### config.mk
export PLATFORM = sky130hd
export DESIGN_NAME = gf_mult_serial
export DESIGN_NICKNAME = d
export VERILOG_FILES = /design/src/rtl/gf_mult_serial.sv
export SDC_FILE = /design/constraint.sdc
export NUM_CORES = 1
export LEC_CHECK = 0
export CAP_MARGIN = 30
export CORE_AREA = 2 2 59 47
export CTS_BUF_LIST = sky130_fd_sc_hd__clkbuf_4 sky130_fd_sc_hd__clkbuf_8
export DETAILED_ROUTE_END_ITERATION = 7
export DIE_AREA = 0 0 61 49
export GPL_ROUTABILITY_DRIVEN = 0
export GPL_TIMING_DRIVEN = 0
export PLACE_DENSITY = 0.73
export SETUP_SLACK_MARGIN = 0.02
export SLEW_MARGIN = 20
export SYNTH_ARGS = -nofsm -noshare
export SYNTH_HDL_FRONTEND = slang
export SYNTH_SLANG_ARGS = --single-unit
### constraint.sdc
create_clock -name clk -period 1.34 [get_ports clk]
set_input_delay 0.268 -clock clk [delete_from_list [all_inputs] [get_ports clk]]
set_output_delay 0.268 -clock clk [all_outputs]
set_load 0.005 [all_outputs]
### src/rtl/gf_mult_serial.sv
// gf_mult_serial: digit-serial GF(2^W) multiplier, out_p = a*b mod (x^W + POLY).
// Latency: W/DIGIT cycles from the accept edge to out_valid; one operation in flight at a time.
// Backpressure: in_ready is low outside IDLE; the result is held in DONE until out_ready.
module gf_mult_serial #(
   parameter int           W     = 4,
   parameter logic [W-1:0] POLY  = W'(4'b0011),
   parameter int           DIGIT = 1
) (
   input  logic         clk,
   input  logic         rst,
   input  logic         in_valid,
   output logic         in_ready,
   input  logic [W-1:0] in_a,
   input  logic [W-1:0] in_b,
   output logic         out_valid,
   input  logic         out_ready,
   output logic [W-1:0] out_p,
   output logic         busy
);

   // Each digit must cover a whole number of bits of b, so a bad DIGIT stops elaboration.
   if (DIGIT < 1 || (W % DIGIT) != 0) begin : g_bad_digit
      $error("gf_mult_serial: DIGIT must be >= 1 and divide W");
   end

   localparam int NSTEP = W / DIGIT;
   localparam int CW    = $clog2(NSTEP + 1);

   typedef enum logic [1:0] {
      S_IDLE = 2'd0,
      S_BUSY = 2'd1,
      S_DONE = 2'd2
   } state_t;

   state_t        state;
   logic [W-1:0]  a_q;
   logic [W-1:0]  b_q;
   logic [W-1:0]  acc_q;
   logic [CW-1:0] count;

   logic [W-1:0]  acc_nxt;
   logic [W-1:0]  b_nxt;

   // DIGIT Horner sub-steps chained in one cycle, walking b MSB-first:
   // acc = acc*x mod P(x), then add a when the current top bit of b is set.
   always_comb begin
      acc_nxt = acc_q;
      b_nxt   = b_q;
      for (int i = 0; i < DIGIT; i++) begin
         acc_nxt = (acc_nxt << 1)
                 ^ (acc_nxt[W-1] ? POLY : '0)
                 ^ (b_nxt[W-1]   ? a_q  : '0);
         b_nxt   = b_nxt << 1;
      end
   end

   // Control FSM and datapath registers; every output is registered here.
   always_ff @(posedge clk or posedge rst) begin
      if (rst) begin
         state     <= S_IDLE;
         in_ready  <= 1'b1;
         out_valid <= 1'b0;
         out_p     <= '0;
         busy      <= 1'b0;
         a_q       <= '0;
         b_q       <= '0;
         acc_q     <= '0;
         count     <= '0;
      end else begin
         unique case (state)
            S_IDLE: begin
               // in_ready is high throughout IDLE, so in_valid alone completes the handshake.
               if (in_valid) begin
                  a_q      <= in_a;
                  b_q      <= in_b;
                  acc_q    <= '0;
                  count    <= CW'(NSTEP);
                  state    <= S_BUSY;
                  in_ready <= 1'b0;
                  busy     <= 1'b1;
               end
            end
            S_BUSY: begin
               acc_q <= acc_nxt;
               b_q   <= b_nxt;
               count <= count - 1'b1;
               // Last digit: publish the fully reduced product straight from the chain.
               if (count == CW'(1)) begin
                  state     <= S_DONE;
                  busy      <= 1'b0;
                  out_valid <= 1'b1;
                  out_p     <= acc_nxt;
               end
            end
            S_DONE: begin
               // out_p keeps its value after the drain; it only matters while out_valid is high.
               if (out_ready) begin
                  state     <= S_IDLE;
                  out_valid <= 1'b0;
                  in_ready  <= 1'b1;
               end
            end
            default: begin
               state <= S_IDLE;
            end
         endcase
      end
   end

endmodule

==> results of run 1 <==
## cell type report
cell class | instances | area (µm²)
buffer | 5 | 50.05
clock buffer | 3 | 22.52
clock inverter | 1 | 30.03
fill | 205 | 980.9
inverter | 5 | 22.52
multi-input combinational | 62 | 447.9
sequential | 24 | 601.8
tap | 36 | 45.04
timing repair buffer | 29 | 261.5
## synthesized netlist by cell type
cell,number
dfrtp_1,23
nand2_1,17
o21ai_0,8
inv_1,5
o22a_1,5
o22ai_1,5
xor2_1,4
buf_2,3
a21oi_1,2
buf_6,2
ha_1,2
mux2_2,2
mux2_4,2
nand2b_1,2
nor2_1,2
xnor2_1,2
a21o_1,1
a21oi_2,1
a2bb2oi_1,1
dfstp_2,1
mux2i_1,1
nand2b_4,1
nand3b_1,1
nand4bb_1,1
nor3b_4,1
o21a_1,1
## registers in the layout (all words and copies together), names as in the netlist
name       flops
out_valid      1
busy           1
count          3
state          2
in_ready       1
a_q            4
acc_q          4
out_p          4
b_q            4
## metal layers
layer | vias up | part of all wire
li1 | 393 | -
met1 | 406 | 0.45
met2 | 16 | 0.50
met3 | 2 | 0.037
met4 | 0 | 0.0080
met5 | - | 0
## what timing repair did
| item | 4_1_cts | 5_1_grt |
|---|---|---|
| hold endpoints to repair | 0 | 0 |
| gates resized for setup | 10 | 9 |
| buffers inserted | 10 | 0 |
| setup endpoints to repair | 9 | 15 |
| pin swaps | 1 | 2 |
## report_power, final
group	leakage [nW]	switching (mW)	total (mW)	internal, mW
clock network	0.0279	0.217	0.520	0.303
registers	0.287	0.208	1.27	1.06
logic	0.355	0.748	1.67	0.919
## kinds of logic after synthesis
logic type,after synthesis,share of synthesized area
compound gates,24,0.1445
flops,24,0.5516
fa+ha+maj,2,0.02293
buf+inv,10,0.05160
mux,5,0.05734
xor+xnor,6,0.04816
simple gates,25,0.1239
## stage by stage
step | power (mW) | hold WS, ps | std cells
6_report | 3.454 | 163.7 | 165
5_1_grt | 3.707 | 179.1 | 165
4_1_cts | 3.360 | 456.5 | 164
3_5_place_dp | 2.724 | 465.5 | 150
3_3_place_gp | 2.637 | 461.6 | 150
2_1_floorplan | 2.280 | 281.9 | 96
## final timing paths
kind | start | end | slack, ps | cells after the start
worst min-delay path | rst | out_p[2] | 160 | 2
worst max-delay path | state[1] | a_q[0] | -30 | 4
min in group clk | in_b[0] | b_q[0] | 490 | 3
max in group asynchronous | rst | in_ready | 690 | 3
worst min register to register | out_p[3] | out_p[3] | 500 | 2
worst max register to register | state[1] | a_q[0] | -30 | 4
==> flow_summary.yaml, run 1 <==
outcome:
  status: "finished with violations"
  failed_checks: "negative setup slack"
critical_path:
  crit_path_frequent_cell: "buf_6"
  critPathRequiredTime_ps: 1550
  worstSetupPathType: "reg -> reg"
  end_kind: "flip-flop"
  critPathTopFamily: "flip-flops"
  worstPathArrival_ps: 1570
  crit_chain: "buf_6 > nor3b_4 > buf_6 > mux2_4"
  crit_path_top_delay_cell: "dfrtp_1"
  worst-path-buf-inv: 2
  start_kind: "flip-flop"
  path_max_fanout: 4
  critical-path-max-stage-delay_ps: 420
timing:
  skew_ps: 17.50
  hold_violations: 0
  period_minus_slack_ps: 1368
  maxSlewViolCount: 0
  fin_ws_ps: -28.04
  tightest_slew_ps: 284.3
  max_freq_mhz: 731.0
  rsz0062_at_grt: "true"
  fin_tns_setup_ps: -52.39
  slew_headroom: 0.8103
  fin_crit_sh: 1.021
  setup_viol: 2
grt:
  grt_max_degree: 25
  antenna_found_initial: 0
  use_met2: 0.2581
  use_met1: 0.2117
  grt_use_met3: 0.05305
  grt_pass1_wl_mm: 3.581
  overflow: 0
  grt_pass1_vias: 821
  busiest_layer: "met2"
  grtUsageTotal: 0.1619
floorplan:
  ios: 19
  fp.coreArea_um2: 2462
  die_area_um2: 2989
  die_x_um: 61
  rows: 16
  initial_utilization: 0.4431
  die_y_um: 49
clock_tree:
  cts.sink_count: 24
  htreeDepth: 1
  clk_pin_slew_ps: 140
  cts_buffers: 3
  clk_latency_ps: 320
  cts_hold_buf: 0
  cts_buffer_depth: 2
  cts_tree: "done"
  root_buffer: "clkbuf_4"
final_layout:
  synthToLayoutAreaGrowth_pct: 35.78
  layout_common_cells: "dfrtp_1 (23), nand2_1 (17), clkdlybuf4s50_1 (11), buf_4 (9), o21ai_0 (7)"
  final_common_cell: "dfrtp_1"
  final_cell_area_um2: 1481
  num_antenna_cells: 0
  nNetsFinal: 144
  post-route-util: 0.6016
  drive_gt1_frac: 0.2403
placement:
  post_dp_cell_area_um2: 1316
  io_buffers: 18
  hpwl_mm: 1.465
  dp_slack_ps: -387.1
synthesis:
  synth-seq-cells: 24
  synth_cell_types: 26
  yosysWarnings: 0
  synth_top_area_share: 0.5275
  syn_area_per_cell_um2: 11.37
  ys_seq_area_frac: 0.5516
  synth_area_um2: 1091
  synthTopCellsByArea: "dfrtp_1 (53%), nand2_1 (5.8%), o22a_1 (4.0%), o21ai_0 (3.7%), xor2_1 (3.2%)"
  synth_nets: 110
  synthCells: 96
  synth_top_area_cell: "dfrtp_1"
power:
  ir_drop_v: 0.001183
  cellPowerDensity_nw_per_um2: 2332
  p_leak_nw: 0.6699
detailed_routing:
  firstDrtPassIters: 6
  drc_errors: 0
  via_per_inst: 4.952
  drtIter0Drc: 10
  post_drt_wl_per_cell_um: 12.81
  routed_wl_mm: 2.114
  drtAntennaViolNets: 0
  num_vias: 817
flow_run:
  drv_cap: 0
hold_path:
  hold_path_class: "in -> async"
Power figures use the tool's default switching activity.
==> run 2: changes to the inputs <==
--- a/config.mk
+++ b/config.mk
@@ -8,6 +8,7 @@
 export CAP_MARGIN = 30
 export CORE_AREA = 2 2 59 47
 export CTS_BUF_LIST = sky130_fd_sc_hd__clkbuf_4 sky130_fd_sc_hd__clkbuf_8
+export CTS_CLUSTER_SIZE = 40
 export DETAILED_ROUTE_END_ITERATION = 7
 export DIE_AREA = 0 0 61 49
 export GPL_ROUTABILITY_DRIVEN = 0
==> results of run 2 <==
Final layout, timing and power as in run 1 (identical DEF).
==> run 3: changes to the inputs <==
--- a/config.mk
+++ b/config.mk
@@ -6,14 +6,14 @@
 export NUM_CORES = 1
 export LEC_CHECK = 0
 export CAP_MARGIN = 30
-export CORE_AREA = 2 2 59 47
+export CORE_AREA = 2 2 60 45
 export CTS_BUF_LIST = sky130_fd_sc_hd__clkbuf_4 sky130_fd_sc_hd__clkbuf_8
 export CTS_CLUSTER_SIZE = 40
 export DETAILED_ROUTE_END_ITERATION = 7
-export DIE_AREA = 0 0 61 49
+export DIE_AREA = 0 0 62 47
 export GPL_ROUTABILITY_DRIVEN = 0
 export GPL_TIMING_DRIVEN = 0
-export PLACE_DENSITY = 0.73
+export PLACE_DENSITY = 0.75
 export SETUP_SLACK_MARGIN = 0.02
 export SLEW_MARGIN = 20
 export SYNTH_ARGS = -nofsm -noshare
==> flow_summary.yaml, run 3 (synthesis results as in run 1) <==
outcome:
  status: "complete, no violations"
placement:
  hpwl_mm: 1.509
  dp_slack_ps: -372.1
  dp.cells: 148
  io_buffers: 18
  post_dp_cell_area_um2: 1314
critical_path:
  critPathRequiredTime_ps: 1560
  critical-path-max-stage-delay_ps: 400
  rrSetupSlack_ps: 0.6
  reg2reg_depth: 4
  worstSetupPathType: "reg -> reg"
  timing.rr.start: "state[0]"
  worstPathArrival_ps: 1560
  r2r_end: "a_q[0]"
  cp.depth: 4
  crit_path_frequent_cell: "buf_6"
  start_kind: "flip-flop"
  crit_path_top_delay_cell: "dfrtp_1"
  path_max_fanout: 7
  critPathTopFamily: "flip-flops"
  worst-path-buf-inv: 2
  crit_chain: "buf_6 > nor3b_4 > buf_6 > mux2_4"
  end_kind: "flip-flop"
grt:
  grt_max_degree: 25
  grtUsageTotal: 0.1635
  grt_pass1_wl_mm: 3.360
  antenna_found_initial: 0
  overflow: 0
  grt_pass1_vias: 730
detailed_routing:
  dr_wl_met2_um: 998
  drc_errors: 0
  routed_wl_mm: 2.071
  met3_length_um: 108
  num_vias: 804
  drtAntennaViolNets: 0
  highest_layer: "met4"
  wl_met1_um: 941
  firstDrtPassIters: 4
  post_drt_wl_per_cell_um: 12.71
  drtIter0Drc: 4
  via_per_inst: 4.933
floorplan:
  initial_utilization: 0.4651
  die_area_um2: 2914
  rows: 15
  fp.coreArea_um2: 2346
  ios: 19
  die_y_um: 47
  die_x_um: 62
timing:
  maxSlewViolCount: 0
  period_minus_slack_ps: 1339
  fin_crit_sh: 0.9996
  holdWs_ps: 169.0
  fin_ws_ps: 0.5880
  fin_tns_setup_ps: 0
  hold_violations: 0
  rsz0062_at_grt: "true"
  slew_headroom: 0.8245
  setup_viol: 0
  max_freq_mhz: 746.6
  tightest_slew_ps: 263.0
  skew_ps: 3.087
final_layout:
  num_antenna_cells: 0
  drive_gt1_frac: 0.2248
  post-route-util: 0.6192
  nNetsFinal: 144
  final_cell_area_um2: 1453
  final_common_cell: "dfrtp_1"
  layout_common_cells: "dfrtp_1 (23), nand2_1 (17), clkdlybuf4s50_1 (11), buf_4 (10), o21ai_0 (8)"
  synthToLayoutAreaGrowth_pct: 33.14
  instances_no_fill: 163
power:
  p_total_mw: 3.229
  ir_drop_v: 0.001052
  cellPowerDensity_nw_per_um2: 2223
  p_leak_nw: 0.6710
clock_tree:
  cts_buffers: 3
  clk_latency_ps: 320
  root_buffer: "clkbuf_4"
  clk_pin_slew_ps: 130
  cts.sink_count: 24
  htreeDepth: 1
  cts_buffer_depth: 2
  cts_tree: "done"
flow_run:
  drv_cap: 0
hold_path:
  hold_path_class: "in -> async"
-- run 3: cell type report --
type	count	area, µm²
plain buffers	5	50.05
clock buffers	4	36.28
fillers	208	893.4
inverters	5	18.77
multi-input cells	62	432.9
flip-flops and latches	24	601.8
well taps	34	42.54
repair buffers	29	270.3
-- run 3: worst max path at each step --
stage,startpoint,end
2_1_floorplan,state[1],a_q[0]
3_3_place_gp,in_valid,a_q[0]
3_5_place_dp,in_valid,a_q[0]
4_1_cts,state[1],a_q[0]
5_1_grt,state[0],a_q[1]
6_report,state[0],a_q[0]
-- run 3: what timing repair did --
action	4_1_cts	5_1_grt
hold buffers	0	0
gates resized for setup	12	3
setup endpoints to repair	9	8
pin swaps	1	0
buffers inserted	9	1
endpoints found under the hold margin	0	0
-- run 3: layer usage --
layer,vias to the layer above,track usage
met4,0,0.05106
li1,398,-
met5,-,0
met1,384,0.2124
met2,18,0.2646
met3,4,0.04959
-- run 3: where the power goes --
group	internal (mW)	leakage, nW	switching (mW)
registers	1.06	0.287	0.205
clock network	0.166	0.0210	0.217
logic	0.876	0.363	0.705
total	2.10	0.671	1.13
